<file path="src/rtl/sys_ctrl_regs.sv">
// sys_ctrl_regs: system-control register block on the SMI/IOC register bus.
//   Registers: version/ID constants, sticky maskable errors with IRQ,
//   saturating error-event counter, debug modes, scratch, soft-reset pulse.
// Latency: reads land on o_data_out at the edge that samples the fetch.
//   Writes take effect at the edge that samples the load. o_irq lags
//   sticky & mask by one clock.
// Backpressure: none. One access per clock is allowed, and back-to-back
//   strobes are legal.
// Ports:
//   i_sys_clk, i_rst       clock and asynchronous active-high reset
//   i_cs                   module select
//   i_ioc                  register address
//   i_fetch_cmd            one-clock read strobe
//   i_load_cmd             one-clock write strobe
//   i_data_in, o_data_out  write data and registered read data
//   i_error_list           synchronous error flags; captured into sticky
//   o_debug_modes          debug control bits
//   o_error_any            OR of the sticky error register
//   o_irq                  registered OR of sticky & mask
//   o_soft_rst             timed soft-reset pulse
module sys_ctrl_regs #(
  parameter int unsigned ERR_WIDTH      = 8,
  parameter int unsigned DEBUG_BITS     = 3,
  parameter int unsigned RST_PULSE_LEN  = 16,
  parameter logic [7:0]  MODULE_VERSION = 8'h02,
  parameter logic [7:0]  SYSTEM_VERSION = 8'h01,
  parameter logic [7:0]  MANU_ID        = 8'h01
) (
  input  logic                  i_sys_clk,
  input  logic                  i_rst,
  input  logic [4:0]            i_ioc,
  input  logic [7:0]            i_data_in,
  output logic [7:0]            o_data_out,
  input  logic                  i_cs,
  input  logic                  i_fetch_cmd,
  input  logic                  i_load_cmd,
  input  logic [ERR_WIDTH-1:0]  i_error_list,
  output logic [DEBUG_BITS-1:0] o_debug_modes,
  output logic                  o_error_any,
  output logic                  o_irq,
  output logic                  o_soft_rst
);

  localparam logic [4:0] A_MOD_VER = 5'h00;
  localparam logic [4:0] A_SYS_VER = 5'h01;
  localparam logic [4:0] A_MANU    = 5'h02;
  localparam logic [4:0] A_ERR_LO  = 5'h03;
  localparam logic [4:0] A_ERR_HI  = 5'h04;
  localparam logic [4:0] A_DEBUG   = 5'h05;
  localparam logic [4:0] A_SCRATCH = 5'h06;
  localparam logic [4:0] A_SRST    = 5'h07;
  localparam logic [4:0] A_MASK_LO = 5'h08;
  localparam logic [4:0] A_MASK_HI = 5'h09;
  localparam logic [4:0] A_EVCNT   = 5'h0A;

  localparam logic [7:0] SRST_KEY  = 8'hA5;
  localparam logic [7:0] PULSE_LEN = 8'(RST_PULSE_LEN);

  // Errors and mask are held 16 bits wide so both byte lanes always exist.
  // Error bits at or above ERR_WIDTH are never set, so they read back 0.
  logic [15:0]           sticky_q;
  logic [15:0]           mask_q;
  logic [DEBUG_BITS-1:0] debug_q;
  logic [7:0]            scratch_q;
  logic [7:0]            evcnt_q;
  logic [7:0]            srst_cnt_q;
  logic                  irq_q;

  logic        fetch_vld;
  logic        load_vld;
  logic [15:0] err16;
  logic [15:0] clr16;
  logic        new_err;
  logic [7:0]  debug8;

  // A fetch in the same cycle as a load wins; the load is dropped.
  assign fetch_vld = i_cs & i_fetch_cmd;
  assign load_vld  = i_cs & i_load_cmd & ~i_fetch_cmd;

  always_comb begin
    err16                  = '0;
    err16[ERR_WIDTH-1:0]   = i_error_list;
    debug8                 = '0;
    debug8[DEBUG_BITS-1:0] = debug_q;
    clr16                  = '0;
    if (load_vld && i_ioc == A_ERR_LO) clr16[7:0]  = i_data_in;
    if (load_vld && i_ioc == A_ERR_HI) clr16[15:8] = i_data_in;
  end

  // A bit that is becoming newly set counts as one event, however many
  // bits rise together.
  assign new_err = |(err16 & ~sticky_q);

  // Sticky errors: setting a bit wins over a simultaneous W1C of that bit.
  always_ff @(posedge i_sys_clk or posedge i_rst) begin
    if (i_rst) begin
      sticky_q <= '0;
      irq_q    <= 1'b0;
    end else begin
      sticky_q <= (sticky_q & ~clr16) | err16;
      irq_q    <= |(sticky_q & mask_q);
    end
  end

  // Saturating event counter. A clear that coincides with an event
  // leaves the count at 1.
  always_ff @(posedge i_sys_clk or posedge i_rst) begin
    if (i_rst) begin
      evcnt_q <= '0;
    end else if (load_vld && i_ioc == A_EVCNT) begin
      evcnt_q <= new_err ? 8'd1 : 8'd0;
    end else if (new_err && evcnt_q != 8'hFF) begin
      evcnt_q <= evcnt_q + 8'd1;
    end
  end

  // Soft-reset pulse. The pulse is high while the counter is nonzero.
  // Writes during a pulse are ignored, so a pulse cannot be extended.
  always_ff @(posedge i_sys_clk or posedge i_rst) begin
    if (i_rst) begin
      srst_cnt_q <= '0;
    end else if (srst_cnt_q != 8'd0) begin
      srst_cnt_q <= srst_cnt_q - 8'd1;
    end else if (load_vld && i_ioc == A_SRST && i_data_in == SRST_KEY) begin
      srst_cnt_q <= PULSE_LEN;
    end
  end

  // Plain writable registers.
  always_ff @(posedge i_sys_clk or posedge i_rst) begin
    if (i_rst) begin
      debug_q   <= '0;
      scratch_q <= '0;
      mask_q    <= '0;
    end else if (load_vld) begin
      case (i_ioc)
        A_DEBUG:   debug_q      <= i_data_in[DEBUG_BITS-1:0];
        A_SCRATCH: scratch_q    <= i_data_in;
        A_MASK_LO: mask_q[7:0]  <= i_data_in;
        A_MASK_HI: mask_q[15:8] <= i_data_in;
        default:   ;
      endcase
    end
  end

  // Read data is registered and holds its value until the next fetch.
  always_ff @(posedge i_sys_clk or posedge i_rst) begin
    if (i_rst) begin
      o_data_out <= '0;
    end else if (fetch_vld) begin
      case (i_ioc)
        A_MOD_VER: o_data_out <= MODULE_VERSION;
        A_SYS_VER: o_data_out <= SYSTEM_VERSION;
        A_MANU:    o_data_out <= MANU_ID;
        A_ERR_LO:  o_data_out <= sticky_q[7:0];
        A_ERR_HI:  o_data_out <= sticky_q[15:8];
        A_DEBUG:   o_data_out <= debug8;
        A_SCRATCH: o_data_out <= scratch_q;
        A_SRST:    o_data_out <= srst_cnt_q;
        A_MASK_LO: o_data_out <= mask_q[7:0];
        A_MASK_HI: o_data_out <= mask_q[15:8];
        A_EVCNT:   o_data_out <= evcnt_q;
        default:   o_data_out <= 8'h00;
      endcase
    end
  end

  assign o_debug_modes = debug_q;
  assign o_error_any   = |sticky_q;
  assign o_irq         = irq_q;
  assign o_soft_rst    = (srst_cnt_q != 8'd0);

endmodule

</file>
<file path="config.mk">
export PLATFORM = sky130hd
export DESIGN_NAME = sys_ctrl_regs
export DESIGN_NICKNAME = d
export VERILOG_FILES = /design/src/rtl/sys_ctrl_regs.sv
export SDC_FILE = /design/constraint.sdc
export NUM_CORES = 1
export LEC_CHECK = 0
export ABC_AREA = 1
export CORE_ASPECT_RATIO = 1.75
export CORE_MARGIN = 2
export CORE_UTILIZATION = 56
export CTS_CLUSTER_DIAMETER = 60
export CTS_CLUSTER_SIZE = 40
export DETAILED_ROUTE_END_ITERATION = 7
export GPL_ROUTABILITY_DRIVEN = 0
export HOLD_SLACK_MARGIN = 0.15
export PLACE_DENSITY = 0.79
export SLEW_MARGIN = 20
export SYNTH_ARGS = -nofsm -noshare
export SYNTH_HDL_FRONTEND = slang
export SYNTH_SLANG_ARGS = --single-unit
</file>
<file path="constraint.sdc">
create_clock -name i_sys_clk -period 2.5 [get_ports i_sys_clk]
set_input_delay 0.5 -clock i_sys_clk [delete_from_list [all_inputs] [get_ports i_sys_clk]]
set_output_delay 0.5 -clock i_sys_clk [all_outputs]
set_load 0.01 [all_outputs]
</file>
==> results of run 1 <==
logic make-up after synthesis:
family          share of synthesized area
fa+ha+maj                         0.00685
xor+xnor                           0.0192
buf+inv                            0.0668
compound gates                     0.0884
simple gates                        0.353
flops                               0.466
cell type report:
type,count,area [um2]
fill,563,1970
multi-input combinational,358,1710
sequential,68,1700
timing repair buffer,42,425
clock buffer,10,239
inverter,54,203
tap,82,103
clock inverter,6,87.6
through the flow:
stage                util  hold WS, ns  power [mW]
finish              0.694        0.489        3.29
global route        0.694        0.507        3.45
CTS                 0.693        0.496        3.30
detailed placement  0.643        0.482        1.94
global placement    0.643        0.465        1.91
floorplan               -        0.459        1.72
timing repair:
action	4_1_cts	5_1_grt
gates resized for setup	0	2
hold endpoints to repair	0	0
setup endpoints to repair	0	1
layout by cell type, fill, tap and decap left out, types with 3 or more instances in the layout:
cell type / Yosys / final
inv_1: 49 / 48
nand3_1: 29 / 29
nor2_4: 3 / 3
nor4_1: 4 / 4
nand2_2: 3 / 3
or2_2: 3 / 3
clkdlybuf4s50_1: 0 / 39
nand2_1: 173 / 173
xor2_1: 6 / 6
clkbuf_16: 0 / 9
nand4_1: 16 / 16
nor2_2: 4 / 5
o21ai_1: 15 / 15
inv_2: 4 / 5
nor2_1: 44 / 43
dfrtp_1: 68 / 67
clkinvlp_4: 0 / 3
o21ai_0: 37 / 37
power groups by stage:
stage	registers [mW]	clock network (mW)	logic [mW]
final	1.41	1.36	0.523
after global routing	1.43	1.42	0.599
after CTS	1.41	1.37	0.523
after detailed placement	1.42	0	0.512
after global placement	1.42	0	0.492
after floorplan	1.38	0	0.340
flip-flops by register name, summed over array words and instances (netlist names):
register / cells
sticky_q: 16
srst_cnt_q: 8
o_irq: 1
o_debug_modes: 3
evcnt_q: 8
o_data_out: 8
scratch_q: 8
mask_q: 16
worst max-delay path: stages, from the launching register on:
cell,delay (ns)
dfrtp_2,0.44
inv_1,0.07
ha_1,0.20
nand2_1,0.14
nor2_2,0.14
nand2_1,0.06
clkdlybuf4s50_1,0.47
worst paths after layout:
| path | start | end | cells past startpoint |
|---|---|---|---|
| hold / removal | o_data_out[4] | o_data_out[4] | 2 |
| hold reg to reg | o_data_out[4] | o_data_out[4] | 2 |
| setup / recovery | srst_cnt_q[0] | o_soft_rst | 6 |
| min in group asynchronous | i_rst | mask_q[4] | 3 |
| setup reg to reg | evcnt_q[0] | evcnt_q[7] | 8 |
| max in group asynchronous | i_rst | o_data_out[5] | 3 |
per-layer routing:
| metal | vias to the layer above | routed length [um] |
|---|---|---|
| met5 | - | 0 |
| met4 | 0 | 582 |
| met3 | 42 | 518 |
| met2 | 126 | 5250 |
| met1 | 1642 | 3670 |
| li1 | 1657 | - |
==> reports/qor.txt, run 1 <==
Synth top area cells = dfrtp_1 (47%), nand2_1 (18%), o21ai_0 (5.1%)
Rows = 39
Kind of end point of the critical path = output port
Ys flop type = dfrtp_1
Clock sinks = 68
Grt met3 use = 0.0640
Placed Area = 4140 um2
CTS tree = built
Final slew viol count = 0
CP Launch Type = flop
Io pins = 40
Placed Cells incl. Taps = 604
Clock Tree Buf Depth = 2
Die H = 111 um
Layout cells sized above 1 = 0.0855
Initial DRC count = 264
Routed Antenna Nets = 0
Cell internal pwr = 2.38 mW
Buffers on Ports = 39
CTS clk-pin slew, worst paths = 0.05 ns
Final worst slack = 0.147 ns
Switch share = 0.278
Post-Syn Area = 3650 um2
Total gr overflow = 0
Setup Buffers After CTS = 0
Pre-Repair DR Iteration Count = 5
Syn Nets = 514
Cell with the most instances after synthesis = nand2_1
Drt wl/cell = 16.2 um
DR DRC count = 0
Pin count of the biggest net entering global routing = 69
Synth Instances = 486
Max-slew headroom = 0.665
Top Usage Layer GRT = met2
Crit path DAT = 1.85 ns
Final wirelength = 10.0 mm
Met1 Use GR = 0.342
Vias in the first global route = 3,433
Synth-to-Final Area Change = 22.4%
Core area = 6440 um2
Setup TNS = 0 ns
Fin crit period = 2.35 ns
Worst reg2reg setup slack = 0.71 ns
VDD IR-drop max = 0.696 mV
Unrepaired setup endpoints after global routing = false
Run status = completed
Max FO, Critical Path = 6
Hold crit path type = reg2reg
Top cell type's share of synthesized area = 0.466
Final Setup Violations = 0
Power Density = 736 nW/um2
First-pass GRT wire length = 16.4 mm
Combinational Power Share = 0.159
Routing usage on met2 = 0.502
Die Span X = 65.1 um
Mean Syn Cell Area = 7.52 um2
P_sw = 0.913 mW
Skew-Pair Late Insertion Delay = 0.33 ns
Final std cell area, no fill = 4470 um2
Static leakage = 2.22 nW
Post-route insts no fill = 620
Starting density of the core = 0.567
Yosys warns = 0
Kind of critical path = reg2out
Initial antenna violation count = 0
Die area = 7210 um2
Cell taking the most area after synthesis = dfrtp_1
Drt via density = 5.59
Slew @ Worst Pin = 0.498 ns
Number of synthesized register bits = 68
Fin Clk Skew = 0.00812 ns
Register area share after synthesis = 0.466
Max_cap viols = 0
Clock network fraction of total power = 0.412
Part of the cycle the worst path needs = 0.941
Netlist cell types = 33
Placed wire-length estimate = 7.47 mm
Pre-CTS setup slack = 0.193 ns
Highest Clock Rate = 425 MHz
CP required = 2.00 ns
CTS H-tree lvls = 3
Clk root buf = clkbuf_16
Top cells by count, synth = nand2_1 (173), dfrtp_1 (68), inv_1 (49)
Final hold violations = 0
Sequential power share = 0.429
N_diodes = 0
Hold-fix buffers, CTS = 0
Total number of vias = 3,467
Number of synthesized flops with an enable pin = 0
Final nets = 561
Tot GR Track Use = 0.302
TritonCTS Buffers = 9
Asr flop ratio synth = 1.00
Power figures use the tool's default switching activity.
==> run 2: changes to the inputs <==
--- a/config.mk
+++ b/config.mk
@@ -15,6 +15,7 @@
 export GPL_ROUTABILITY_DRIVEN = 0
 export HOLD_SLACK_MARGIN = 0.15
 export PLACE_DENSITY = 0.79
+export SKIP_LAST_GASP = 1
 export SLEW_MARGIN = 20
 export SYNTH_ARGS = -nofsm -noshare
 export SYNTH_HDL_FRONTEND = slang
==> results of run 2 <==
Same layout as run 1: the final DEF is identical, and so are final timing and power.
